File: config.mk
export PLATFORM = sky130hd
export DESIGN_NAME = sap1_control_sequencer
export DESIGN_NICKNAME = d
export VERILOG_FILES = /design/src/rtl/sap1_control_sequencer.sv
export SDC_FILE = /design/constraint.sdc
export NUM_CORES = 1
export LEC_CHECK = 0
export ABC_AREA = 0
export BUFFER_PORTS_ARGS = -buffer_cell sky130_fd_sc_hd__buf_2
export CAP_MARGIN = 20
export CORE_AREA = 2 2 39 41
export DETAILED_ROUTE_END_ITERATION = 7
export DIE_AREA = 0 0 41 43
export MAX_ROUTING_LAYER = met4
export SLEW_MARGIN = 20
export SYNTH_ARGS = -nofsm -noshare
export SYNTH_HDL_FRONTEND = slang
export SYNTH_SLANG_ARGS = --single-unit
File: constraint.sdc
create_clock -name clk -period 1.4 [get_ports clk]
set_clock_uncertainty 0.1 [all_clocks]
set_input_delay 0 -clock clk [delete_from_list [all_inputs] [get_ports clk]]
set_output_delay 0 -clock clk [all_outputs]
set_load 0.03 [all_outputs]
File: src/rtl/sap1_control_sequencer.sv
// -----------------------------------------------------------------------------
// sap1_control_sequencer
//
// Control sequencer for the SAP-1 datapath. A six-state ring (T1..T6) steps
// each instruction through fetch (T1-T3) and execute (T4-T6). In every T-state
// the IR opcode is decoded into the active-high control word that drives the
// PC, MAR, RAM, IR, A, B, ALU and OUT registers. OP_HLT parks the sequencer in
// a HALT state that only mr can leave.
//
// Optional feature macro: SAP1_SEQ_EARLY_END_EN
//   defined   : each instruction ends at its last non-empty T-state
//               (LDA at T5, OUT and undefined opcodes at T4, ADD/SUB at T6)
//   undefined : every instruction takes all six T-states
//
// Ports
//   clk        in   rising-edge clock (divided system clock)
//   mr         in   asynchronous active-high master reset
//   run        in   clock enable; 0 freezes the state and forces controls to 0
//   opcode     in   IR[7:4]; only decoded in T4-T6
//   pc_inc     out  PC <= PC+1
//   pc_out     out  PC drives bus
//   mar_load   out  MAR <= bus[3:0]
//   ram_out    out  RAM[MAR] drives bus
//   ir_load    out  IR <= bus
//   ir_out     out  IR[3:0] drives bus
//   a_load     out  A <= bus
//   a_out      out  A drives bus
//   b_load     out  B <= bus
//   alu_sub    out  ALU computes A-B (0: A+B)
//   alu_out    out  ALU drives bus
//   out_load   out  OUT <= bus
//   tstate     out  one-hot T-state, bit0 = T1; all zero in HALT
//   halted     out  high in HALT
//   instr_done out  pulse in the final T-state of each executed instruction
// -----------------------------------------------------------------------------
module sap1_control_sequencer (
  input  logic       clk,
  input  logic       mr,
  input  logic       run,
  input  logic [3:0] opcode,
  output logic       pc_inc,
  output logic       pc_out,
  output logic       mar_load,
  output logic       ram_out,
  output logic       ir_load,
  output logic       ir_out,
  output logic       a_load,
  output logic       a_out,
  output logic       b_load,
  output logic       alu_sub,
  output logic       alu_out,
  output logic       out_load,
  output logic [5:0] tstate,
  output logic       halted,
  output logic       instr_done
);

  localparam logic [3:0] OP_LDA = 4'h0;
  localparam logic [3:0] OP_ADD = 4'h1;
  localparam logic [3:0] OP_SUB = 4'h2;
  localparam logic [3:0] OP_OUT = 4'hE;
  localparam logic [3:0] OP_HLT = 4'hF;

  typedef enum logic [2:0] {
    S_T1, S_T2, S_T3, S_T4, S_T5, S_T6, S_HALT
  } state_e;

  state_e state_q;

  logic is_lda, is_add, is_sub, is_out, is_hlt, is_nop;
  logic last_t;
  logic en;

  assign is_lda = (opcode == OP_LDA);
  assign is_add = (opcode == OP_ADD);
  assign is_sub = (opcode == OP_SUB);
  assign is_out = (opcode == OP_OUT);
  assign is_hlt = (opcode == OP_HLT);
  assign is_nop = ~(is_lda | is_add | is_sub | is_out | is_hlt);

  // Controls are live only while enabled and out of reset, so an asynchronous
  // mr kills any in-flight load before the next edge.
  assign en = run & ~mr;

  // Final T-state of the current instruction. T6 is always final so that a
  // mid-instruction opcode change can never leave the ring without a way home.
  always_comb begin
    last_t = 1'b0;
    case (state_q)
`ifdef SAP1_SEQ_EARLY_END_EN
      S_T4:    last_t = is_out | is_nop;
      S_T5:    last_t = is_lda;
`endif
      S_T6:    last_t = 1'b1;
      default: last_t = 1'b0;
    endcase
  end

  // NOTE: mr is in the sensitivity list so reset takes effect without a clock
  // edge; the state register uses non-blocking assignments only.
  always_ff @(posedge clk or posedge mr) begin
    if (mr) begin
      state_q <= S_T1;
    end else if (run) begin
      case (state_q)
        S_T1:    state_q <= S_T2;
        S_T2:    state_q <= S_T3;
        S_T3:    state_q <= S_T4;
        S_T4:    state_q <= is_hlt ? S_HALT : (last_t ? S_T1 : S_T5);
        S_T5:    state_q <= last_t ? S_T1 : S_T6;
        S_T6:    state_q <= S_T1;
        S_HALT:  state_q <= S_HALT;
        default: state_q <= S_T1;
      endcase
    end
  end

  // NOTE: every output gets a default before the case so no latch is inferred
  // for the states that leave a control untouched.
  always_comb begin
    pc_inc   = 1'b0;
    pc_out   = 1'b0;
    mar_load = 1'b0;
    ram_out  = 1'b0;
    ir_load  = 1'b0;
    ir_out   = 1'b0;
    a_load   = 1'b0;
    a_out    = 1'b0;
    b_load   = 1'b0;
    alu_sub  = 1'b0;
    alu_out  = 1'b0;
    out_load = 1'b0;
    if (en) begin
      case (state_q)
        S_T1: begin
          pc_out   = 1'b1;
          mar_load = 1'b1;
        end
        S_T2: pc_inc = 1'b1;
        S_T3: begin
          ram_out = 1'b1;
          ir_load = 1'b1;
        end
        S_T4: begin
          if (is_lda | is_add | is_sub) begin
            ir_out   = 1'b1;
            mar_load = 1'b1;
          end else if (is_out) begin
            a_out    = 1'b1;
            out_load = 1'b1;
          end
        end
        S_T5: begin
          if (is_lda) begin
            ram_out = 1'b1;
            a_load  = 1'b1;
          end else if (is_add | is_sub) begin
            ram_out = 1'b1;
            b_load  = 1'b1;
          end
        end
        S_T6: begin
          if (is_add | is_sub) begin
            alu_out = 1'b1;
            a_load  = 1'b1;
            alu_sub = is_sub;
          end
        end
        default: ;
      endcase
    end
  end

  always_comb begin
    case (state_q)
      S_T1:    tstate = 6'b000001;
      S_T2:    tstate = 6'b000010;
      S_T3:    tstate = 6'b000100;
      S_T4:    tstate = 6'b001000;
      S_T5:    tstate = 6'b010000;
      S_T6:    tstate = 6'b100000;
      default: tstate = 6'b000000;
    endcase
  end

  assign halted     = (state_q == S_HALT);
  assign instr_done = en & last_t & ~is_hlt;

endmodule
# == After elaboration in Yosys (flattened, before gate mapping) ==
# Cells that the tools add are included.
# totals
word_cells,57
regBits,3
input_bits,7
out_inout_bits,20
# op_classes
n_bitwise,8
n_mux,36
reduce_logical,2
n_eq_ne,10
# op_table
cell,count
case mux 6 bit (6 select lines),1
2-to-1 mux 1 bit,28
case mux 3 bit (6 select lines),1
"== test 3 bit, second input constant",3
2-to-1 mux 3 bit,3
"== test 4 bit, second input constant",2
"== test 3 x 2 -> 1 bit, second input constant",2
case mux 1 bit (2 select lines),3
"== test 4 x 1 -> 1 bit, second input constant",1
"== test 4 x 2 -> 1 bit, second input constant",1
zero test 4 bit,1
AND 1 bit,3
"== test 3 x 1 -> 1 bit, second input constant",1
zero test 3 bit,1
OR 1 bit,3
inverter 1 bit,2

# == Logic depth before layout (Yosys ltp) ==
# Gate-level depths: netlist (run 1).
# depth
word_depth,6
mapped_depth,5
depth_no_buf,3

# == Worst setup path before layout (run 1) ==
# Ideal clock, no wire load.
# synth_path
kind,flip-flop to output port
start,register state_q[2]
end,output out_load
arrival_time_ns,1.749
t_required_ns,1.300
path_stages_with_launch,6
path_buffers,2
setup_slack_ns,-0.449
cell_sequence,dfrtp_1 -> clkbuf_1 -> inv_1 -> nand4_1 -> nor3_1 -> buf_4
# synth_between
elab_chain_cells,3
# synth_lines
element,line_no,source
"start, declared",68,state_e state_q;
"start signal, assigned",109,S_T4: state_q <= is_hlt ? S_HALT : (last_t ? S_T1 : S_T5);
"start signal, assigned",110,S_T5: state_q <= last_t ? S_T1 : S_T6;
== test 3 x 2 -> 1 bit,-,
2-to-1 mux 1 bit (2 in a row),-,
"end, declared",52,"output logic out_load,"
# No other way between the ends.

# == Worst setup path after layout (run 1) ==
# layout_path
start,register state_q[1]
end,output ram_out
# layout_between
elab_chain_cells,3
word_cells_on_any_way,4
classes_between,eq/ne: 2; mux: 2
# layout_lines
element,line_no,source
== test 3 bit / == test 3 x 2 -> 1 bit (equally long branches),134,case (state_q)
case mux 1 bit (2 select lines) (*),134,
2-to-1 mux 1 bit (*),133,if (en) begin
"end, declared",44,"output logic ram_out,"
# Mark *: on every way between the ends. The rest lies on a longest branch, timed or not.

==> results of run 1 <==
-- cells in the final DEF (no fill, tap or decap), drive strengths merged --
master       count
nand2b           1
inv              3
a21o             1
o21ai            1
nand3b           2
nand3            3
or2              1
nor3b            2
a21oi            1
and3             2
nor2            10
and3b            1
or2b             1
xor2             1
buf             35
nand2            5
nor3             3
nor2b            2
dlygate4sd3      2
a211oi           2
dfrtp            3
clkbuf           4
nand4            2
xnor2            2
o21a             1
a2111oi          1
-- layout make-up --
| class | count | area [um^2] | area share |
|---|---|---|---|
| flip-flops and latches | 3 | 78.8 | 0.102 |
| well taps | 16 | 20.0 | 0.0259 |
| inverters | 3 | 11.3 | 0.0146 |
| clock buffers | 4 | 26.3 | 0.0340 |
| multi-input cells | 45 | 354 | 0.458 |
| repair buffers | 37 | 283 | 0.366 |
-- repair_timing --
action,in CTS,in global routing
setup buffers,4,0
resized for setup,20,24
endpoints found under the hold margin,4,0
setup endpoints to repair,15,17
pin swaps,4,2
hold buffers,2,0
-- routing by layer --
layer	up-vias	track usage	routed length, um
li1	263	-	-
met1	235	0.198	517
met2	17	0.225	660
met3	2	0.0157	56
met4	0	0.0600	21
met5	-	-	0
-- cell families (layout without fill, tap and decap cells) --
logic type / Yosys count / in the layout / synth area share
flops: 3 / 3 / 0.200
xor+xnor: 3 / 3 / 0.0700
buf+inv: 7 / 44 / 0.0833
simple gates: 35 / 35 / 0.487
compound gates: 7 / 7 / 0.160
-- power by group --
group | total, W | switching (W) | internal (W)
Sequential | 0.000216 | 0.0000757 | 0.000140
Clock | 0.000151 | 0.0000444 | 0.000107
Combinational | 0.00107 | 0.000599 | 0.000470
Total | 0.00144 | 0.000719 | 0.000717
-- worst max-delay path, cell delays in order, from the launching register on --
cell	delay [ps]
dfrtp_2	440
nand3b_1	210
a2111oi_4	300
buf_4	210
-- final timing paths --
check	slack [ps]	to	from
max	-100	ram_out	state_q[1]
min	50	state_q[2]	run
max reg2reg	280	state_q[0]	state_q[0]
min reg2reg	480	state_q[1]	state_q[1]
max in group asynchronous	940	state_q[1]	mr
min in group asynchronous	120	state_q[0]	mr
-- through the flow --
stage                     power [W]  worst slack [ps]   util  setup TNS, ps
after floorplan            0.000773              -165      -           -398
after global placement      0.00101              93.1  0.428              0
after detailed placement    0.00102              67.5  0.428              0
after CTS                   0.00132             -88.5  0.519           -201
after global routing        0.00155              -159  0.559          -1020
final                       0.00144             -97.5  0.559           -238
==> metrics.md, run 1 <==
| Metric | Value |
|---|---|
| Placed wire-length estimate | approximately 840 um |
| Syn Std Cell Area | about 380 um^2 |
| Crit-path max FO | 7 |
| Num ports | 27 |
| Pin count of the biggest net entering global routing | 8 |
| Final setup fails | 4 |
| Vias in the first global route | ~440 |
| Top-count cell post-synth | nor2_1 |
| Root buffer selected by CTS | clkbuf_4 |
| Crit share post-route | 1.07 |
| Die W | 41 um |
| Initial Utilization | 0.271 |
| Pwr per Cell Area | ~1900 nW/um^2 |
| Number of flip-flops in the largest register | 3 |
| Final WL | ~1.3 mm |
| Initial antenna violation count | 0 |
| Area post-placement | around 590 um^2 |
| Filler cells | 132 |
| WS Path Type | flip-flop to output pin |
| ANT nets after route | 0 |
| Worst setup SP type | flip-flop |
| Number of synthesized flops with an enable pin | 0 |
| Yosys cell types | 27 |
| Clock edge transition at the registers on the reported setup and hold paths | 40 ps |
| Lkg Pwr | approximately 0.36 nW |
| Antenna diodes | 0 |
| Synth cell count leaders | 10 x nor2_1, 5 x nand2_1 |
| Regs by FF count | state_q (3) |
| Worst slew pin tran | about 400 ps |
| IO Port Bufs | 26 |
| Area leader, netlist | dfrtp_1 |
| Final cell count without fillers | roughly 110 |
| Longest Clk Path Bufs | 2 |
| GP Congestion | about 0.71 |
| Worst IR drop on VDD | 965 uV |
| Rows | 14 |
| Die area | approximately 1800 um^2 |
| Residual DRC count | 0 |
| Syn avg cell area | between 6 and 7 um^2 |
| Max-cap violations | 0 |
| TritonRoute pass-1 iters | 4 |
| DR vias | roughly 520 |
| Nets@finish | 100 |
| Vias per cell | ~4.8 |
| Syn nets | 62 |
| Tot GR Track Use | 0.150 |
| Ys async rst share | 1.00 |
| Failing checks | setup timing |
| Clock Sinks | 3 |
| H-tree Lvls | 1 |
| Hold slack | about 48 ps |
| Depth of the worst register-to-register path | 3 |
| Cell count after synthesis | 55 |
| Min-Delay Path Class | input pin to flip-flop |
| Fin. max-slew vios | 0 |
| Die Ht | approximately 43 um |
| Clock tree from TritonCTS | yes |
| Worst slew margin | 0.732 |
| Core area | ~1400 um^2 |
| DRT iter0 DRCs | 10 |
| RSZ-0062 raised after global routing | yes |
| Synth top area cells | dfrtp_1 20%, nor2_1 10%, nand2_1 5.0% |
| Total grt overflow | 0 |
| Primary FF master, synth | dfrtp_1 |
| Crit path DAT | 1400 ps |
| Fmax achieved | about 670 MHz |
| Run status | finished with violations |
| Dpl cells | 98 |
| Minimum clock period after layout | roughly 1500 ps |
| Share of post-route cells with drive strength above 1 | 0.652 |
| Final hold violations | 0 |
| Mean routed wirelength per cell | ~12 um |
| First-pass GRT wire length | 1.80 mm |
| Crit path required time | ~1300 ps |
| Worst-Skew Late Latency | about 230 ps |
| FF+latch count, synth | 3 |
| Synth top area share | 0.200 |
| Largest Register | state_q |
| Hold depth | 3 |
| Layout overhead on the synthesized area | 106% |
| Syn. warnings | 0 |
| Seq/Total Area, Yosys | 0.200 |
| CP Capture Type | output pin |
| Design Area, Final | between 700 and 800 um^2 |
| Final worst setup slack | -97.5 ps |
| Num CTS Buffers | 3 |
(Power assumes the default switching activity.)
==> run 2, diff against run 1 <==
--- a/config.mk
+++ b/config.mk
@@ -9,8 +9,12 @@
 export BUFFER_PORTS_ARGS = -buffer_cell sky130_fd_sc_hd__buf_2
 export CAP_MARGIN = 20
-export CORE_AREA = 2 2 39 41
+export CELL_PAD_IN_SITES_DETAIL_PLACEMENT = 1
+export CELL_PAD_IN_SITES_GLOBAL_PLACEMENT = 2
+export CORE_ASPECT_RATIO = 0.75
+export CORE_MARGIN = 2
+export CORE_UTILIZATION = 18
 export DETAILED_ROUTE_END_ITERATION = 7
-export DIE_AREA = 0 0 41 43
 export MAX_ROUTING_LAYER = met4
+export PLACE_DENSITY_LB_ADDON = 0.1
 export SLEW_MARGIN = 20
 export SYNTH_ARGS = -nofsm -noshare
==> constraint.sdc (replaced) <==
create_clock -name clk -period 1.4 [get_ports clk]
set_clock_uncertainty 0.1 [all_clocks]
set_input_delay 0 -clock clk [delete_from_list [all_inputs] [get_ports clk]]
set_output_delay 0 -clock clk [all_outputs]
set_load 0.05 [all_outputs]
==> run 2 against run 1 <==
  * The flow still finishes with violations (setup timing)
  * Sequential share of layout area shrank 2.5 points
  * Utilization shrank 4.1 points
  * Hold slack lost 15 ps
  * Flip-flop and latch count is the same
  * Critical path type unchanged
==> metrics.md, run 2 (synthesis results as in run 1) <==
| Metric | Value |
|---|---|
| Worst slew margin | 0.691 |
| Die W | about 57 um |
| WS Path Type | flip-flop to output pin |
| Max stage delay cell, worst path | dfrtp_2 |
| Filler cells | approximately 240 |
| Crit share post-route | 1.07 |
| IO Port Bufs | 26 |
| Worst setup SP type | flip-flop |
| Num ports | 27 |
| TritonRoute pass-1 iters | 3 |
| Die area | approximately 2500 um^2 |
| RSZ-0062 raised after global routing | yes |
| R2R Setup Slk | 130 ps |
| Tot GR Track Use | 0.141 |
| Fin. max-slew vios | 0 |
| Placed wire-length estimate | 1.19 mm |
| Vias per cell | 4.36 |
| Pin count of the biggest net entering global routing | 9 |
| Crit path required time | about 1300 ps |
| Dpl ws | -16.5 ps |
| Multi-input logic area | 440 um^2 |
| Most frequent cells in the layout | 19 x buf_4, 18 x buf_6, 6 x nor2_4, 6 x buf_2, 4 x clkbuf_4 |
| Largest Register | state_q |
| Number of flip-flops in the largest register | 3 |
| R2R Path Start | state_q[1] |
| Reg area | slightly below 80 um^2 |
| GP Congestion | ~0.7 |
| Crit-path max FO | 6 |
| Critical Path Start | state_q[1] |
| Final worst setup slack | -96.7 ps |
| Final WL | between 1.5 and 2 mm |
| Mean routed wirelength per cell | between 10 and 15 um |
| Critical path buffers and inverters | 1 |
| Initial Utilization | 0.190 |
| Crit path DAT | ~1400 ps |
| CP Cell Sequence | nand3b_1 -> a2111oi_4 -> buf_6 |
| Worst slew pin tran | 460 ps |
| Min-Delay Path Class | input pin to flip-flop |
| Failing checks | setup timing |
| Final cell count without fillers | approximately 130 |
| Die Ht | ~44 um |
| First-pass GRT wire length | 2.60 mm |
| Longest Clk Path Bufs | 2 |
| Clock edge transition at the registers on the reported setup and hold paths | around 30 ps |
| Rows | 14 |
| Share of post-route cells with drive strength above 1 | 0.738 |
| R2R Path End | state_q[1] |
| Worst IR drop on VDD | between 1000 and 1500 uV |
| Residual DRC count | 0 |
| Layout overhead on the synthesized area | 173% |
| CP Capture Type | output pin |
| Lkg Pwr | approximately 0.45 nW |
| Initial antenna violation count | 0 |
| Dpl cells | roughly 120 |
| Minimum clock period after layout | 1500 ps |
| Final hold violations | 0 |
| Total negative setup slack | -335 ps |
| Fmax achieved | 668 MHz |
| Run status | finished with violations |
| Clock Sinks | 3 |
| Pwr per Cell Area | between 1500 and 2000 nW/um^2 |
| ANT nets after route | 0 |
| Crit path max-delay family | flip-flops |
| Critical path depth | 3 |
| Core area | a little under 2000 um^2 |
| Final setup fails | 10 |
| Total power | about 0.002 W |
| DRT iter0 DRCs | 5 |
| Root buffer selected by CTS | clkbuf_4 |
| Worst-Skew Late Latency | about 230 ps |
| Regs by FF count | state_q (3) |
| Utilization after layout | 0.518 |
| Depth of the worst register-to-register path | 5 |
| Clock tree from TritonCTS | yes |
| Nets@finish | 111 |
| Max-cap violations | 0 |
| Antenna diodes | 0 |
| Vias in the first global route | 554 |
| Commonest non-fill, non-tap cell in the layout | buf_4 |
| Crit path to | ram_out |
| H-tree Lvls | 1 |
| DR vias | roughly 550 |
| Max stage delay on crit path | 420 ps |
| Num CTS Buffers | 3 |
| Total grt overflow | 0 |
[run 2: where the power goes]
part | switching (W) | internal, W | leakage (nW)
registers | 0.0000879 | 0.000140 | 0.0335
logic | 0.000914 | 0.000715 | 0.404
clock network | 0.0000441 | 0.000107 | 0.0150
[run 2: through the flow]
stage / instance area (um^2) / hold slack, ps
finish: 1020 / 33.3
global route: 1020 / 83.7
CTS: 953 / 32.3
detailed placement: 742 / -184
global placement: 742 / -193
floorplan: 510 / -346
[run 2: per-layer routing]
layer | part of all wire | track usage | vias up
met5 | 0 | - | -
met4 | 0.011 | 0.0558 | 0
met3 | 0.032 | 0.0179 | 2
met2 | 0.47 | 0.202 | 13
met1 | 0.49 | 0.201 | 253
li1 | - | - | 286
[run 2: layout make-up]
class | count | area share
repair buffers | 48 | 0.422
clock buffers | 4 | 0.0256
multi-input cells | 45 | 0.430
flip-flops and latches | 3 | 0.0769
well taps | 24 | 0.0293
inverters | 3 | 0.0159
[run 2: worst min path at each step]
stage | from | end | slack, ps | depth (start not counted)
finish | run | state_q[2] | 30 | 3
global route | run | state_q[2] | 80 | 3
CTS | run | state_q[2] | 30 | 3
detailed placement | mr | state_q[0] | -180 | 2
global placement | mr | state_q[0] | -190 | 2
floorplan | mr | state_q[0] | -350 | 1
[run 2: tightest hold or removal path: stages]
cell,delay (ps)
buf_2,120
nand2_1,110
o21ai_0,100
[run 2: what timing repair did]
action,CTS,global route
hold buffers,2,0
gates resized for setup,43,17
cloned,0,0
endpoints found under the setup margin,20,19
buffers inserted,4,2
endpoints found under the hold margin,4,0
pin swaps,4,4
==> run 3, diff against run 2 <==
- CELL_PAD_IN_SITES_DETAIL_PLACEMENT: 1 -> 0
- CELL_PAD_IN_SITES_GLOBAL_PLACEMENT: 2 -> 1
- CORE_ASPECT_RATIO: 0.75 -> default
- CORE_MARGIN: 2 -> 1.5
- CORE_UTILIZATION: 18 -> 24
- CTS_CLUSTER_SIZE: default -> 40
==> run 3 against run 2 <==
  * The run still ends with setup timing left
  * Largest cell class unchanged
  * Utilization increased by 13 points
  * Register-to-register slack better by 60 ps
  * Critical path type unchanged
  * Routed wire length decreased by 16%
  * Sequential share of layout area grew 0.48 points
  * Combinational power fell by 6%
  * Sequential power shrank 3%
  * Flip-flop and latch count stayed put
  * Non-clock buffer count decreased by 6
  * Global-route usage increased by 1.4 points
==> metrics.md, run 3 (synthesis results as in run 1) <==
| Metric | Value |
|---|---|
| Min-Delay Path Class | input pin to flip-flop |
| Initial Utilization | 0.252 |
| Final cell count without fillers | ~110 |
| Total negative setup slack | -187 ps |
| Lkg Pwr | 0.417 nW |
| Initial antenna violation count | 0 |
| Clock tree from TritonCTS | yes |
| Num CTS Buffers | 3 |
| ANT nets after route | 0 |
| Minimum clock period after layout | 1530 ps |
| GP Congestion | about 0.7 |
| Share of post-route cells with drive strength above 1 | 0.722 |
| Mean routed wirelength per cell | 11.1 um |
| Fmax achieved | between 600 and 700 MHz |
| Crit share post-route | 1.09 |
| Largest Register | state_q |
| Crit path DAT | roughly 1400 ps |
| CP Capture Type | output pin |
| Worst slew margin | 0.692 |
| Dpl cells | ~100 |
| Max-cap violations | 0 |
| Pin count of the biggest net entering global routing | 9 |
| Worst setup SP type | flip-flop |
| Tot GR Track Use | 0.155 |
| Root buffer selected by CTS | clkbuf_4 |
| Nets@finish | ~110 |
| Antenna diodes | 0 |
| Die area | 1810 um^2 |
| Number of flip-flops in the largest register | 3 |
| IO Port Bufs | 26 |
| Max Used Layer | met3 |
| Vias per cell | between 4 and 5 |
| WL met2 | roughly 700 um |
| M1 WL | 527 um |
| Crit path required time | 1300 ps |
| DRT iter0 DRCs | 1 |
| Core area | 1490 um^2 |
| Final setup fails | 7 |
| Clock Sinks | 3 |
| Commonest non-fill, non-tap cell in the layout | buf_6 |
| Worst-Skew Late Latency | between 200 and 250 ps |
| Worst slew pin tran | about 460 ps |
| Rows | 14 |
| Most frequent cells in the layout | 18 x buf_6, 11 x buf_4, 9 x buf_2, 6 x nor2_4 |
| Placed wire-length estimate | roughly 930 um |
| Run status | finished with violations |
| Failing checks | setup timing |
| Total grt overflow | 0 |
| Num ports | 27 |
| Worst IR drop on VDD | between 1000 and 1500 uV |
| Pwr per Cell Area | 1970 nW/um^2 |
| Fin. max-slew vios | 0 |
| Crit-path max FO | 7 |
| Clock edge transition at the registers on the reported setup and hold paths | approximately 30 ps |
| Met3 WL | between 30 and 40 um |
| Layout overhead on the synthesized area | 157% |
| Final worst setup slack | -127 ps |
| First-pass GRT wire length | about 2.1 mm |
| Residual DRC count | 0 |
| DR vias | ~520 |
| Die Ht | approximately 43 um |
| TritonRoute pass-1 iters | 2 |
| Final WL | around 1.3 mm |
| RSZ-0062 raised after global routing | yes |
| Die W | roughly 43 um |
| Longest Clk Path Bufs | 2 |
| Regs by FF count | state_q (3) |
| Vias in the first global route | 488 |
| Final hold violations | 0 |
| H-tree Lvls | 1 |
| WS Path Type | flip-flop to output pin |
## run 3: changes by cell type in the layout (fill, tap and decap cells not counted), sizes merged
cell    previous run  this run
clkbuf             5         4
buf               45        40
## run 3: path summary, 6_finish.rpt
check,start,end,slack (ps),cells past startpoint
max,state_q[1],ram_out,-130,3
min,run,state_q[2],50,3
max reg2reg,state_q[0],state_q[1],190,4
min reg2reg,state_q[1],state_q[1],580,2
max in group asynchronous,mr,state_q[2],940,3
min in group asynchronous,mr,state_q[0],120,3
## run 3: worst max-delay path, cell delays in order (launching register included)
cell       delay [ps]
dfrtp_2           430
nand3b_1          220
a2111oi_4         330
buf_6             200
## run 3: power by group
part / internal [W] / switching [W] / leakage, nW
sequential: 0.000140 / 0.0000806 / 0.0335
clock: 0.000107 / 0.0000411 / 0.0150
combinational: 0.000630 / 0.000904 / 0.369
total: 0.000876 / 0.00103 / 0.417
## run 3: cell type report
type	instances	area [um^2]
well taps	16	20.0
flip-flops and latches	3	78.8
fillers	139	524
clock buffers	4	26.3
repair buffers	42	380
inverters	3	16.3
multi-input cells	45	443
## run 3: routing by layer
| metal | vias up | track usage |
|---|---|---|
| met5 | - | - |
| met4 | 0 | 0.0750 |
| met3 | 0 | 0.0259 |
| met2 | 12 | 0.262 |
| met1 | 234 | 0.176 |
| li1 | 276 | - |
## run 3: repair_timing
item                                    4_1_cts  5_1_grt
endpoints found under the setup margin       18       18
resized for setup                            40       16
hold endpoints to repair                      4        0
buffers inserted                              2        1
hold buffers                                  2        0
pin swaps                                     4        5
## run 3: stage by stage
step                      worst slack, ps   util  total power [W]  cell area (um^2)  hold slack, ps
after global placement               34.2  0.471          0.00138               702            -193
final                                -127  0.648          0.00190               965            53.7
after detailed placement             1.35  0.471          0.00138               702            -191
after CTS                            -125  0.596          0.00170               887            48.1
after global routing                 -178  0.648          0.00202               965            82.7
after floorplan                      -195      -          0.00110               510            -346
